## src/rtl/data_in_pkg.sv

```systemverilog
// Shared definitions for the router input port: flit type codes, FSM state
// encoding and the position of the destination field inside a head flit.
package data_in_pkg;

    localparam logic [1:0] FLIT_HEAD = 2'b10;
    localparam logic [1:0] FLIT_BODY = 2'b01;
    localparam logic [1:0] FLIT_TAIL = 2'b00;
    localparam logic [1:0] FLIT_IDLE = 2'b11;

    typedef enum logic [1:0] {
        ST_IDLE  = 2'd0,
        ST_ROUTE = 2'd1,
        ST_SEND  = 2'd2
    } state_t;

    // The destination sits directly below the two type bits of a head flit.
    function automatic int dest_lsb(input int ll, input int dest_w);
        return ll - 2 - dest_w;
    endfunction

endpackage

```

## src/rtl/data_in_if.sv

```systemverilog
// Flit link, allocator and crossbar signals of one router input port.
interface data_in_if #(
    parameter int LL     = 16,
    parameter int PTR_W  = 2,
    parameter int DEST_W = 4
);
    logic [LL-1:0]     input_data;
    logic              write_req;
    logic              write_req_ack;
    logic              alloc_req;
    logic [DEST_W-1:0] alloc_dest;
    logic              alloc_grant;
    logic [LL-1:0]     output_data;
    logic              out_valid;
    logic              out_ready;
    logic [PTR_W:0]    em_pl;
    logic              drop_err;

    modport master (
        output input_data, write_req, alloc_grant, out_ready,
        input  write_req_ack, alloc_req, alloc_dest, output_data, out_valid, em_pl, drop_err
    );

    modport slave (
        input  input_data, write_req, alloc_grant, out_ready,
        output write_req_ack, alloc_req, alloc_dest, output_data, out_valid, em_pl, drop_err
    );
endinterface

```

## src/rtl/data_in_flit_fifo.sv

```systemverilog
// Circular flit buffer with occupancy count; an empty buffer presents an idle flit.
module flit_fifo
    import data_in_pkg::*;
#(
    parameter int LL    = 16,
    parameter int DEPTH = 4,
    parameter int PTR_W = 2
) (
    input  logic             clk,
    input  logic             reset,
    input  logic             i_push,
    input  logic [LL-1:0]    i_din,
    input  logic             i_pop,
    output logic [LL-1:0]    o_front,
    output logic [PTR_W:0]   o_count
);
    localparam logic [PTR_W:0] FULL_CNT = (PTR_W+1)'(DEPTH);

    logic [LL-1:0]    r_mem [DEPTH];
    logic [PTR_W-1:0] r_wr_ptr;
    logic [PTR_W-1:0] r_rd_ptr;
    logic [PTR_W:0]   r_count;
    logic             w_do_push;
    logic             w_do_pop;

    assign w_do_push = i_push && (r_count != FULL_CNT);
    assign w_do_pop  = i_pop && (r_count != '0);

    always_ff @(posedge clk) begin
        if (w_do_push) r_mem[r_wr_ptr] <= i_din;
    end

    // Pointers wrap naturally because DEPTH is a power of two.
    always_ff @(posedge clk or posedge reset) begin
        if (reset) begin
            r_wr_ptr <= '0;
            r_rd_ptr <= '0;
            r_count  <= '0;
        end else begin
            if (w_do_push) r_wr_ptr <= r_wr_ptr + 1'b1;
            if (w_do_pop)  r_rd_ptr <= r_rd_ptr + 1'b1;
            case ({w_do_push, w_do_pop})
                2'b10:   r_count <= r_count + 1'b1;
                2'b01:   r_count <= r_count - 1'b1;
                default: r_count <= r_count;
            endcase
        end
    end

    assign o_front = (r_count == '0) ? {FLIT_IDLE, {(LL-2){1'b0}}} : r_mem[r_rd_ptr];
    assign o_count = r_count;

endmodule

```

## src/rtl/data_in.sv

```systemverilog
// Router input port: buffers incoming flits, requests an output port for each
// head flit, then streams the packet to the crossbar until its tail leaves.
module data_in
    import data_in_pkg::*;
#(
    parameter int LL     = 16,
    parameter int DEPTH  = 4,
    parameter int PTR_W  = 2,
    parameter int DEST_W = 4
) (
    input logic       clk,
    input logic       reset,
    data_in_if.slave  bus
);
    localparam int             DEST_LSB = dest_lsb(LL, DEST_W);
    localparam logic [PTR_W:0] FULL_CNT = (PTR_W+1)'(DEPTH);

    state_t         r_state;
    logic           r_alloc_req;
    logic           r_drop_err;
    logic           r_head_sent;
    logic [LL-1:0]  w_front;
    logic [PTR_W:0] w_count;
    logic [1:0]     w_in_type;
    logic [1:0]     w_front_type;
    logic           w_nonempty;
    logic           w_ack;
    logic           w_push;
    logic           w_pop;
    logic           w_stray;
    logic           w_missing_tail;
    logic           w_out_valid;

    assign w_in_type    = bus.input_data[LL-1 -: 2];
    assign w_front_type = w_front[LL-1 -: 2];
    assign w_nonempty   = (w_count != '0);

    // Idle flits are acknowledged so the upstream can drop them, but never stored.
    assign w_ack  = bus.write_req && !reset && (w_count != FULL_CNT);
    assign w_push = w_ack && (w_in_type != FLIT_IDLE);

    // A head seen after this packet's own head has left means the tail went missing.
    assign w_stray        = (r_state == ST_IDLE) && w_nonempty && (w_front_type != FLIT_HEAD);
    assign w_missing_tail = (r_state == ST_SEND) && w_nonempty && r_head_sent &&
                            (w_front_type == FLIT_HEAD);
    assign w_out_valid    = (r_state == ST_SEND) && w_nonempty && !w_missing_tail;
    assign w_pop          = w_stray || (w_out_valid && bus.out_ready);

    flit_fifo #(.LL(LL), .DEPTH(DEPTH), .PTR_W(PTR_W)) u_fifo (
        .clk     (clk),
        .reset   (reset),
        .i_push  (w_push),
        .i_din   (bus.input_data),
        .i_pop   (w_pop),
        .o_front (w_front),
        .o_count (w_count)
    );

    always_ff @(posedge clk or posedge reset) begin
        if (reset) begin
            r_state     <= ST_IDLE;
            r_alloc_req <= 1'b0;
            r_drop_err  <= 1'b0;
            r_head_sent <= 1'b0;
        end else begin
            case (r_state)
                ST_IDLE: begin
                    if (w_stray) begin
                        r_drop_err <= 1'b1;
                    end else if (w_nonempty) begin
                        r_state     <= ST_ROUTE;
                        r_alloc_req <= 1'b1;
                    end
                end
                ST_ROUTE: begin
                    if (bus.alloc_grant) begin
                        r_state     <= ST_SEND;
                        r_alloc_req <= 1'b0;
                        r_head_sent <= 1'b0;
                    end
                end
                ST_SEND: begin
                    if (w_missing_tail) begin
                        r_drop_err <= 1'b1;
                        r_state    <= ST_IDLE;
                    end else if (w_out_valid && bus.out_ready) begin
                        r_head_sent <= 1'b1;
                        if (w_front_type == FLIT_TAIL) r_state <= ST_IDLE;
                    end
                end
                default: begin
                    r_state     <= ST_IDLE;
                    r_alloc_req <= 1'b0;
                end
            endcase
        end
    end

    assign bus.write_req_ack = w_ack;
    assign bus.alloc_req     = r_alloc_req;
    assign bus.alloc_dest    = w_front[DEST_LSB +: DEST_W];
    assign bus.output_data   = w_front;
    assign bus.out_valid     = w_out_valid;
    assign bus.em_pl         = w_count;
    assign bus.drop_err      = r_drop_err;

endmodule

```

## src/flat_wrapper.sv

```systemverilog
// flat-port wrapper written by rule: the top's interface ports become plain ports
module data_in_flat import data_in_pkg::*;
#(
    parameter int LL     = 16,
    parameter int DEPTH  = 4,
    parameter int PTR_W  = 2,
    parameter int DEST_W = 4
)
  (clk, reset, bus_input_data, bus_write_req, bus_alloc_grant, bus_out_ready, bus_write_req_ack, bus_alloc_req, bus_alloc_dest, bus_output_data, bus_out_valid, bus_em_pl, bus_drop_err);
  data_in_if #(.LL(LL), .PTR_W(PTR_W), .DEST_W(DEST_W)) bus_i ();
  input logic clk;
  input logic reset;
  input wire logic [$bits(bus_i.input_data)-1:0] bus_input_data;
  input wire logic [$bits(bus_i.write_req)-1:0] bus_write_req;
  input wire logic [$bits(bus_i.alloc_grant)-1:0] bus_alloc_grant;
  input wire logic [$bits(bus_i.out_ready)-1:0] bus_out_ready;
  output wire logic [$bits(bus_i.write_req_ack)-1:0] bus_write_req_ack;
  output wire logic [$bits(bus_i.alloc_req)-1:0] bus_alloc_req;
  output wire logic [$bits(bus_i.alloc_dest)-1:0] bus_alloc_dest;
  output wire logic [$bits(bus_i.output_data)-1:0] bus_output_data;
  output wire logic [$bits(bus_i.out_valid)-1:0] bus_out_valid;
  output wire logic [$bits(bus_i.em_pl)-1:0] bus_em_pl;
  output wire logic [$bits(bus_i.drop_err)-1:0] bus_drop_err;
  assign bus_i.input_data = bus_input_data;
  assign bus_i.write_req = bus_write_req;
  assign bus_i.alloc_grant = bus_alloc_grant;
  assign bus_i.out_ready = bus_out_ready;
  assign bus_write_req_ack = bus_i.write_req_ack;
  assign bus_alloc_req = bus_i.alloc_req;
  assign bus_alloc_dest = bus_i.alloc_dest;
  assign bus_output_data = bus_i.output_data;
  assign bus_out_valid = bus_i.out_valid;
  assign bus_em_pl = bus_i.em_pl;
  assign bus_drop_err = bus_i.drop_err;
  data_in #(.LL(LL), .DEPTH(DEPTH), .PTR_W(PTR_W), .DEST_W(DEST_W)) u_core (.clk(clk), .reset(reset), .bus(bus_i));
endmodule
```

## config.mk

```make
export PLATFORM = sky130hd
export DESIGN_NAME = data_in_flat
export DESIGN_NICKNAME = d
export VERILOG_FILES = /design/src/rtl/data_in_pkg.sv /design/src/rtl/data_in_if.sv /design/src/rtl/data_in_flit_fifo.sv /design/src/rtl/data_in.sv /design/src/flat_wrapper.sv
export SDC_FILE = /design/constraint.sdc
export NUM_CORES = 1
export LEC_CHECK = 0
export CAP_MARGIN = 20
export CORE_MARGIN = 2
export CORE_UTILIZATION = 53
export CTS_CLUSTER_SIZE = 25
export DETAILED_ROUTE_END_ITERATION = 8
export PLACE_DENSITY_LB_ADDON = 0.08
export SLEW_MARGIN = 30
export SYNTH_ARGS = -nofsm -noshare
export SYNTH_HDL_FRONTEND = slang
export SYNTH_SLANG_ARGS = --single-unit
```

## constraint.sdc

```tcl
create_clock -name clk -period 3.39 [get_ports clk]
set_input_delay 0.678 -clock clk [delete_from_list [all_inputs] [get_ports clk]]
set_output_delay 0.678 -clock clk [all_outputs]
set_load 0.01 [all_outputs]
```

==> results of run 1 <==
[power groups by stage]
stage	logic, mW	registers [mW]	clock network [mW]
6_report	1.36	1.23	0.661
5_1_grt	1.47	1.25	0.717
4_1_cts	1.38	1.23	0.670
3_5_place_dp	1.37	1.25	0
3_3_place_gp	1.33	1.24	0
2_1_floorplan	0.849	1.23	0
[per-stage QoR]
step                      setup WS (ns)  total power, mW
after floorplan                  0.8633            2.084
after global placement           0.5506            2.568
after detailed placement         0.4109            2.626
after CTS                        0.2079            3.283
after global routing            0.06768            3.440
final                            0.2506            3.252
[cell families (layout without fill, tap and decap cells)]
logic type | Yosys count | count (layout) | share of synthesized area
AOI/OAI and AO/OA | 13 | 13 | 0.03194
xor gates and xnor gates | 6 | 6 | 0.01636
adders and majority gates | 6 | 6 | 0.02570
buffers and inverters | 24 | 82 | 0.03543
DFF | 76 | 76 | 0.6916
muxes | 19 | 19 | 0.1316
and+or+nand+nor | 38 | 38 | 0.06737
[layout make-up]
class | instances | share of cell area
Clock buffer | 9 | 0.03137
Timing Repair Buffer | 53 | 0.1305
Sequential cell | 76 | 0.5627
Tap cell | 75 | 0.02376
Multi-Input combinational cell | 82 | 0.2221
Clock inverter | 7 | 0.01711
Inverter | 13 | 0.01236
[layer usage]
layer | part of all wire | routed length [um]
met2 | 0.54 | 3093
met4 | 0.0080 | 46
met1 | 0.41 | 2341
met3 | 0.043 | 247
met5 | 0 | 0
[tightest hold or removal path: cells and delay by family, from the launching register on]
family,cells,cell delay (ns)
DFF,1,0.35
and+or+nand+nor,2,0.10
[synth_stat cells]
cell,count
a2111o_1,1
a2111oi_0,1
a211oi_2,1
a21boi_1,1
a311oi_1,2
a31oi_1,1
and2_1,18
buf_2,1
buf_4,4
buf_6,1
clkbuf_1,5
dfrtp_1,12
edfxtp_1,64
fa_1,1
ha_1,5
inv_1,12
inv_2,1
mux2_2,1
mux2i_1,1
mux4_1,5
mux4_2,12
nand2_1,3
nand2b_1,1
nand3_1,1
nand4_1,2
nor2_1,4
nor2b_1,4
nor3_1,2
o21a_1,1
o21ai_0,3
o311ai_0,1
o31ai_1,1
or2_2,2
or3_1,1
xnor2_1,4
xor2_1,2
[sequential cells by signal, summed over array words and instances (netlist names)]
register / count
u_core.u_fifo.o_count: 3
u_core.u_fifo.r_wr_ptr: 2
u_core.r_state: 2
u_core.u_fifo.r_rd_ptr: 2
u_core.bus.alloc_req: 1
u_core.bus.drop_err: 1
u_core.u_fifo.r_mem: 64
u_core.r_head_sent: 1
[path summary, 6_finish.rpt]
kind                                       startpoint                        end  slack, ns  cells after the start
max reg2reg                  u_core.u_fifo.o_count[2]   u_core.u_fifo.o_count[2]       0.75                      9
max in group asynchronous                       reset  u_core.u_fifo.r_rd_ptr[0]       2.34                      2
min reg2reg                      u_core.bus.alloc_req       u_core.bus.alloc_req       0.48                      2
min in group asynchronous                       reset  u_core.u_fifo.r_wr_ptr[0]       0.71                      2
max                        u_core.u_fifo.r_mem[0][15]              bus_out_valid       0.25                      4
min                              u_core.bus.alloc_req       u_core.bus.alloc_req       0.48                      2
==> run_results.csv, run 1 <==
group,metric,value,unit
run_status,status,"finished clean",
drt,post_drt_wl_per_cell,18.18,um
clock_tree,cts_hold_buffers,0,
synth,syn_area,3213,um^2
synth,post-synth-top-area-cell,"edfxtp_1",
sta,tns,0,ns
worst_setup_path,crit_family,"buffers and inverters",
sta,clock-skew-final,0.008040,ns
cells_and_area,finish.net_count,262,
cells_and_area,drive_gt1_frac,0.1542,
synth,synth_top_area_frac,0.5981,
cells_and_area,syn2layout_area_growth,22.90,%
global_route,use_met2,0.3081,
worst_setup_path,start_kind,"flop",
clock_tree,clock_path_buffers,2,
global_route,grtUsageTotal,0.1859,
synth,syn_nets,209,
global_route,grt_max_degree,18,
synth,ys_warn_count,0,
clock_tree,clkLatencyLatePin,0.34,ns
power_and_ir_drop,p_comb_frac,0.417,
floorplan,ios,48,
global_route,grt_pass1_vias,1779,
worst_setup_path,slowest_delay,0.61,ns
clock_tree,cts_sinks,76,
cells_and_area,final_cell_area,3949,um^2
power_and_ir_drop,p_leak,1.398,nW
power_and_ir_drop,powerDensity,823.6,nW/um^2
worst_setup_path,crit_path_end_kind,"output pin",
clock_tree,cts_root_buf,"clkbuf_8",
drt,vias_per_cell,5.571,
sta,hold_slack,0.4765,ns
sta,final-max-slew-violation-count,0,
cells_and_area,multiInputGateArea,877.1,um^2
sta,finalCritPeriodShare,0.9261,
cells_and_area,fin_util,0.6709,
power_and_ir_drop,p_clk_frac,0.203,
sta,setup_violations,0,
flow_run,max-cap-violations,0,
worst_setup_path,worstPathCellList,"nor2b_1 -> mux4_2 -> a2111oi_0 -> clkdlybuf4s50_1",
floorplan,die_h,81.86,um
floorplan,fp.coreArea,5886,um^2
clock_tree,cts_tree,"built",
clock_tree,cts-htree-levels,3,
clock_tree,cts_made_buffers,9,
floorplan,initial_core_util,0.5459,
power_and_ir_drop,swShare,0.3113,
drt,ant_nets,0,
placed_design,hpwl,3731,um
min_path,holdCritPathClass,"reg -> reg",
worst_setup_path,cp.required,2.71,ns
sta,worst_slew_pin_slew,0.5760,ns
worst_setup_path,crit_buf_inv,1,
global_route,grt_pass1_wl,8825,um
power_and_ir_drop,ir_drop,0.0004968,V
cells_and_area,layout_common_cells,"edfxtp_1 (64), clkdlybuf4s50_1 (47), and2_1 (18)",
synth,synthTopCellsByArea,"edfxtp_1 (60%), dfrtp_1 (9.3%), mux4_2 (8.4%), mux4_1 (4.1%), and2_1 (3.5%)",
synth,avgSynthCellArea,17.65,um^2
clock_tree,cts_setup_buffers,0,
sta,layout_min_cycle_time,3.139,ns
floorplan,rows,28,
power_and_ir_drop,p_int,2.240,mW
power_and_ir_drop,p_seq_frac,0.379,
drt,drt_iter0_drc,82,
synth,synthCells,182,
drt,drcViolationCount,0,
sta,finalHoldViolations,0,
global_route,antenna_found_initial,0,
floorplan,die_x,81.86,um
cells_and_area,regArea,2222,um^2
global_route,busiest_layer,"met2",
clock_tree,clk_pin_slew,0.08,ns
worst_setup_path,worstSetupPathType,"reg -> out",
sta,relSlewSlack,0.6160,
worst_setup_path,crit_path_top_delay_cell,"clkdlybuf4s50_1",
global_route,met1_usage,0.2339,
power_and_ir_drop,power.switching,1.013,mW
global_route,grt_use_met3,0.04505,
placed_design,portBuffers,47,
cells_and_area,final_common_cell,"edfxtp_1",
drt,num_vias,1755,
worst_setup_path,worst_ep_arrival_time,2.46,ns
drt,firstDrtPassIters,4,
floorplan,die_area,6701,um^2
sta,fmax,318.5,MHz
global_route,overflow,0,
cells_and_area,n_antenna_cell,0,
placed_design,gp_congestion,0.7741,
synth,synth_seq_area_share,0.6916,
placed_design,dpl_cell_area,3757,um^2
sta,rsz0062_at_grt,"false",
worst_setup_path,critPathMaxFanout,7,
cells_and_area,fill_cells,395,
synth,yosysUniqueCellTypes,36,
cells_and_area,final_cell_count_no_fill,315,
synth,ys_ff_latch,76,
clock_tree,cts_resized,0,
placed_design,dp.cells,299,
drt,postRouteWirelength,5727,um
Power figures use the tool's default switching activity.
==> run 2, diff against run 1 <==
CTS_CLUSTER_SIZE = 16   (was 25)
MAX_ROUTING_LAYER = met4   (was default)
clock period = 2.9 ns   (was 3.39 ns; I/O delays follow)
==> run 2 against run 1 <==
Combinational power rose by 24%. Final cell count increased by 1.3%. Count of clock-buffer cells in the layout did not move. Critical path depth did not move. Clock skew is 0.0012 ns lower. Routed wire length up 1.6%. Register-to-register slack got worse by 0.51 ns. Sequential power rose by 18%. Largest cell class unchanged. Highest routed layer unchanged.
==> run_results.csv, run 2 (synthesis results as in run 1) <==
group,metric,value,unit
drt,num_vias,1775,
global_route,antenna_found_initial,0,
floorplan,die_x,81.86,um
global_route,busiest_layer,"met2",
sta,relSlewSlack,0.6815,
worst_setup_path,start_kind,"flop",
clock_tree,cts_tree,"built",
drt,post_drt_wl_per_cell,18.23,um
floorplan,die_area,6701,um^2
cells_and_area,largest_reg_flops,64,
drt,vias_per_cell,5.564,
sta,worst_slew_pin_slew,0.4772,ns
cells_and_area,syn2layout_area_growth,24.92,%
clock_tree,cts_made_buffers,9,
global_route,grt_use_met3,0.05385,
sta,fmax,356.1,MHz
global_route,grt_pass1_wl,9018,um
run_status,status,"finished clean",
worst_setup_path,r2r-end,"u_core.u_fifo.o_count[2]",
min_path,min_path_cells,2,
sta,clock-skew-final,0.006858,ns
clock_tree,clkLatencyLatePin,0.33,ns
global_route,use_met2,0.3415,
floorplan,fp.coreArea,5886,um^2
clock_tree,cts-htree-levels,3,
drt,firstDrtPassIters,4,
floorplan,initial_core_util,0.5459,
global_route,overflow,0,
flow_run,max-cap-violations,0,
floorplan,rows,28,
min_path,hold_end,"u_core.bus.alloc_req",
drt,drt_iter0_drc,92,
sta,finalHoldViolations,0,
power_and_ir_drop,ir_drop,0.0005160,V
worst_setup_path,worstReg2RegStart,"u_core.u_fifo.r_rd_ptr[0]",
cells_and_area,layout_common_cells,"edfxtp_1 (64), clkdlybuf4s50_1 (46), and2_1 (18)",
power_and_ir_drop,power,3.901,mW
worst_setup_path,reg2reg_depth,9,
placed_design,place_ws,0.1607,ns
min_path,holdCritStartpoint,"u_core.bus.alloc_req",
sta,layout_min_cycle_time,2.808,ns
worst_setup_path,worst_ep_arrival_time,2.23,ns
sta,setup_violations,0,
placed_design,gp_congestion,0.8110,
floorplan,die_h,81.86,um
cells_and_area,finish.net_count,267,
sta,layout_setup_ws,0.09199,ns
drt,drcViolationCount,0,
sta,tns,0,ns
placed_design,hpwl,3867,um
placed_design,portBuffers,47,
worst_setup_path,worstSetupPathType,"reg -> out",
cells_and_area,top_register,"u_core.u_fifo.r_mem",
sta,rsz0062_at_grt,"false",
sta,finalCritPeriodShare,0.9683,
worst_setup_path,cp.required,2.32,ns
floorplan,ios,48,
worst_setup_path,r2r_slack,0.24,ns
min_path,holdCritPathClass,"reg -> reg",
clock_tree,clock_path_buffers,2,
clock_tree,cts_root_buf,"clkbuf_8",
cells_and_area,final_cell_area,4014,um^2
cells_and_area,n_antenna_cell,0,
power_and_ir_drop,p_leak,1.437,nW
clock_tree,cts_hold_buffers,0,
power_and_ir_drop,powerDensity,972.0,nW/um^2
placed_design,dpl_cell_area,3772,um^2
cells_and_area,fin_util,0.6820,
global_route,grt_max_degree,18,
drt,ant_nets,0,
cells_and_area,drive_gt1_frac,0.1803,
global_route,met1_usage,0.2269,
worst_setup_path,crit_path_end_kind,"output pin",
sta,final-max-slew-violation-count,0,
drt,postRouteWirelength,5816,um
clock_tree,clk_pin_slew,0.07,ns
global_route,grtUsageTotal,0.1968,
cells_and_area,final_common_cell,"edfxtp_1",
worst_setup_path,critPathMaxFanout,5,
clock_tree,cts_sinks,76,
global_route,grt_pass1_vias,1811,
run 2: per-layer routing:
metal  vias up  share of wire
li1        805              -
met1       920           0.41
met2        45           0.54
met3         5          0.045
met4         0         0.0091
met5         -              0
run 2: how the worst max path moves through the flow:
stage | startpoint | endpoint | slack, ns | depth (start not counted)
3_3_place_gp | u_core.u_fifo.r_rd_ptr[0] | bus_output_data[15] | 0.25 | 4
3_5_place_dp | u_core.u_fifo.r_mem[1][15] | bus_out_valid | 0.16 | 4
4_1_cts | u_core.u_fifo.o_count[2] | bus_output_data[5] | 0.03 | 4
5_1_grt | u_core.u_fifo.r_rd_ptr[0] | u_core.u_fifo.o_count[2] | 0.004 | 9
6_report | u_core.u_fifo.r_rd_ptr[0] | bus_output_data[14] | 0.09 | 4
2_1_floorplan | u_core.u_fifo.r_rd_ptr[0] | u_core.u_fifo.o_count[2] | 0.45 | 10
run 2: final cells by class:
type / count / area (um^2)
Timing Repair Buffer: 58 / 576.8
Tap cell: 75 / 93.84
Fill cell: 392 / 1872
Clock inverter: 6 / 65.06
Multi-Input combinational cell: 82 / 883.3
Inverter: 13 / 48.80
Clock buffer: 9 / 123.9
Sequential cell: 76 / 2222
run 2: report_power, final:
group          leakage, nW  internal, mW  switching, mW
Combinational        0.625         0.959          0.723
Sequential           0.717          1.34          0.108
Clock               0.0955         0.394          0.372
run 2: critical path, stage by stage, from the launching register on:
cell and delay (ns):
dfrtp_1 0.41, buf_12 0.14, mux4_1 0.59, or2_2 0.29, clkdlybuf4s50_1 0.48
run 2: repair_timing:
| item | in CTS | in global routing |
|---|---|---|
| setup buffers | 3 | 0 |
| setup endpoints to repair | 3 | 7 |
| gates resized for setup | 5 | 1 |
| pin swaps | 0 | 0 |
run 2: stage by stage:
step / hold slack (ns) / instances
after CTS: 0.4805 / 319
after global routing: 0.5156 / 319
final: 0.4788 / 319
after floorplan: 0.4447 / 182
after detailed placement: 0.4645 / 301
after global placement: 0.4491 / 301
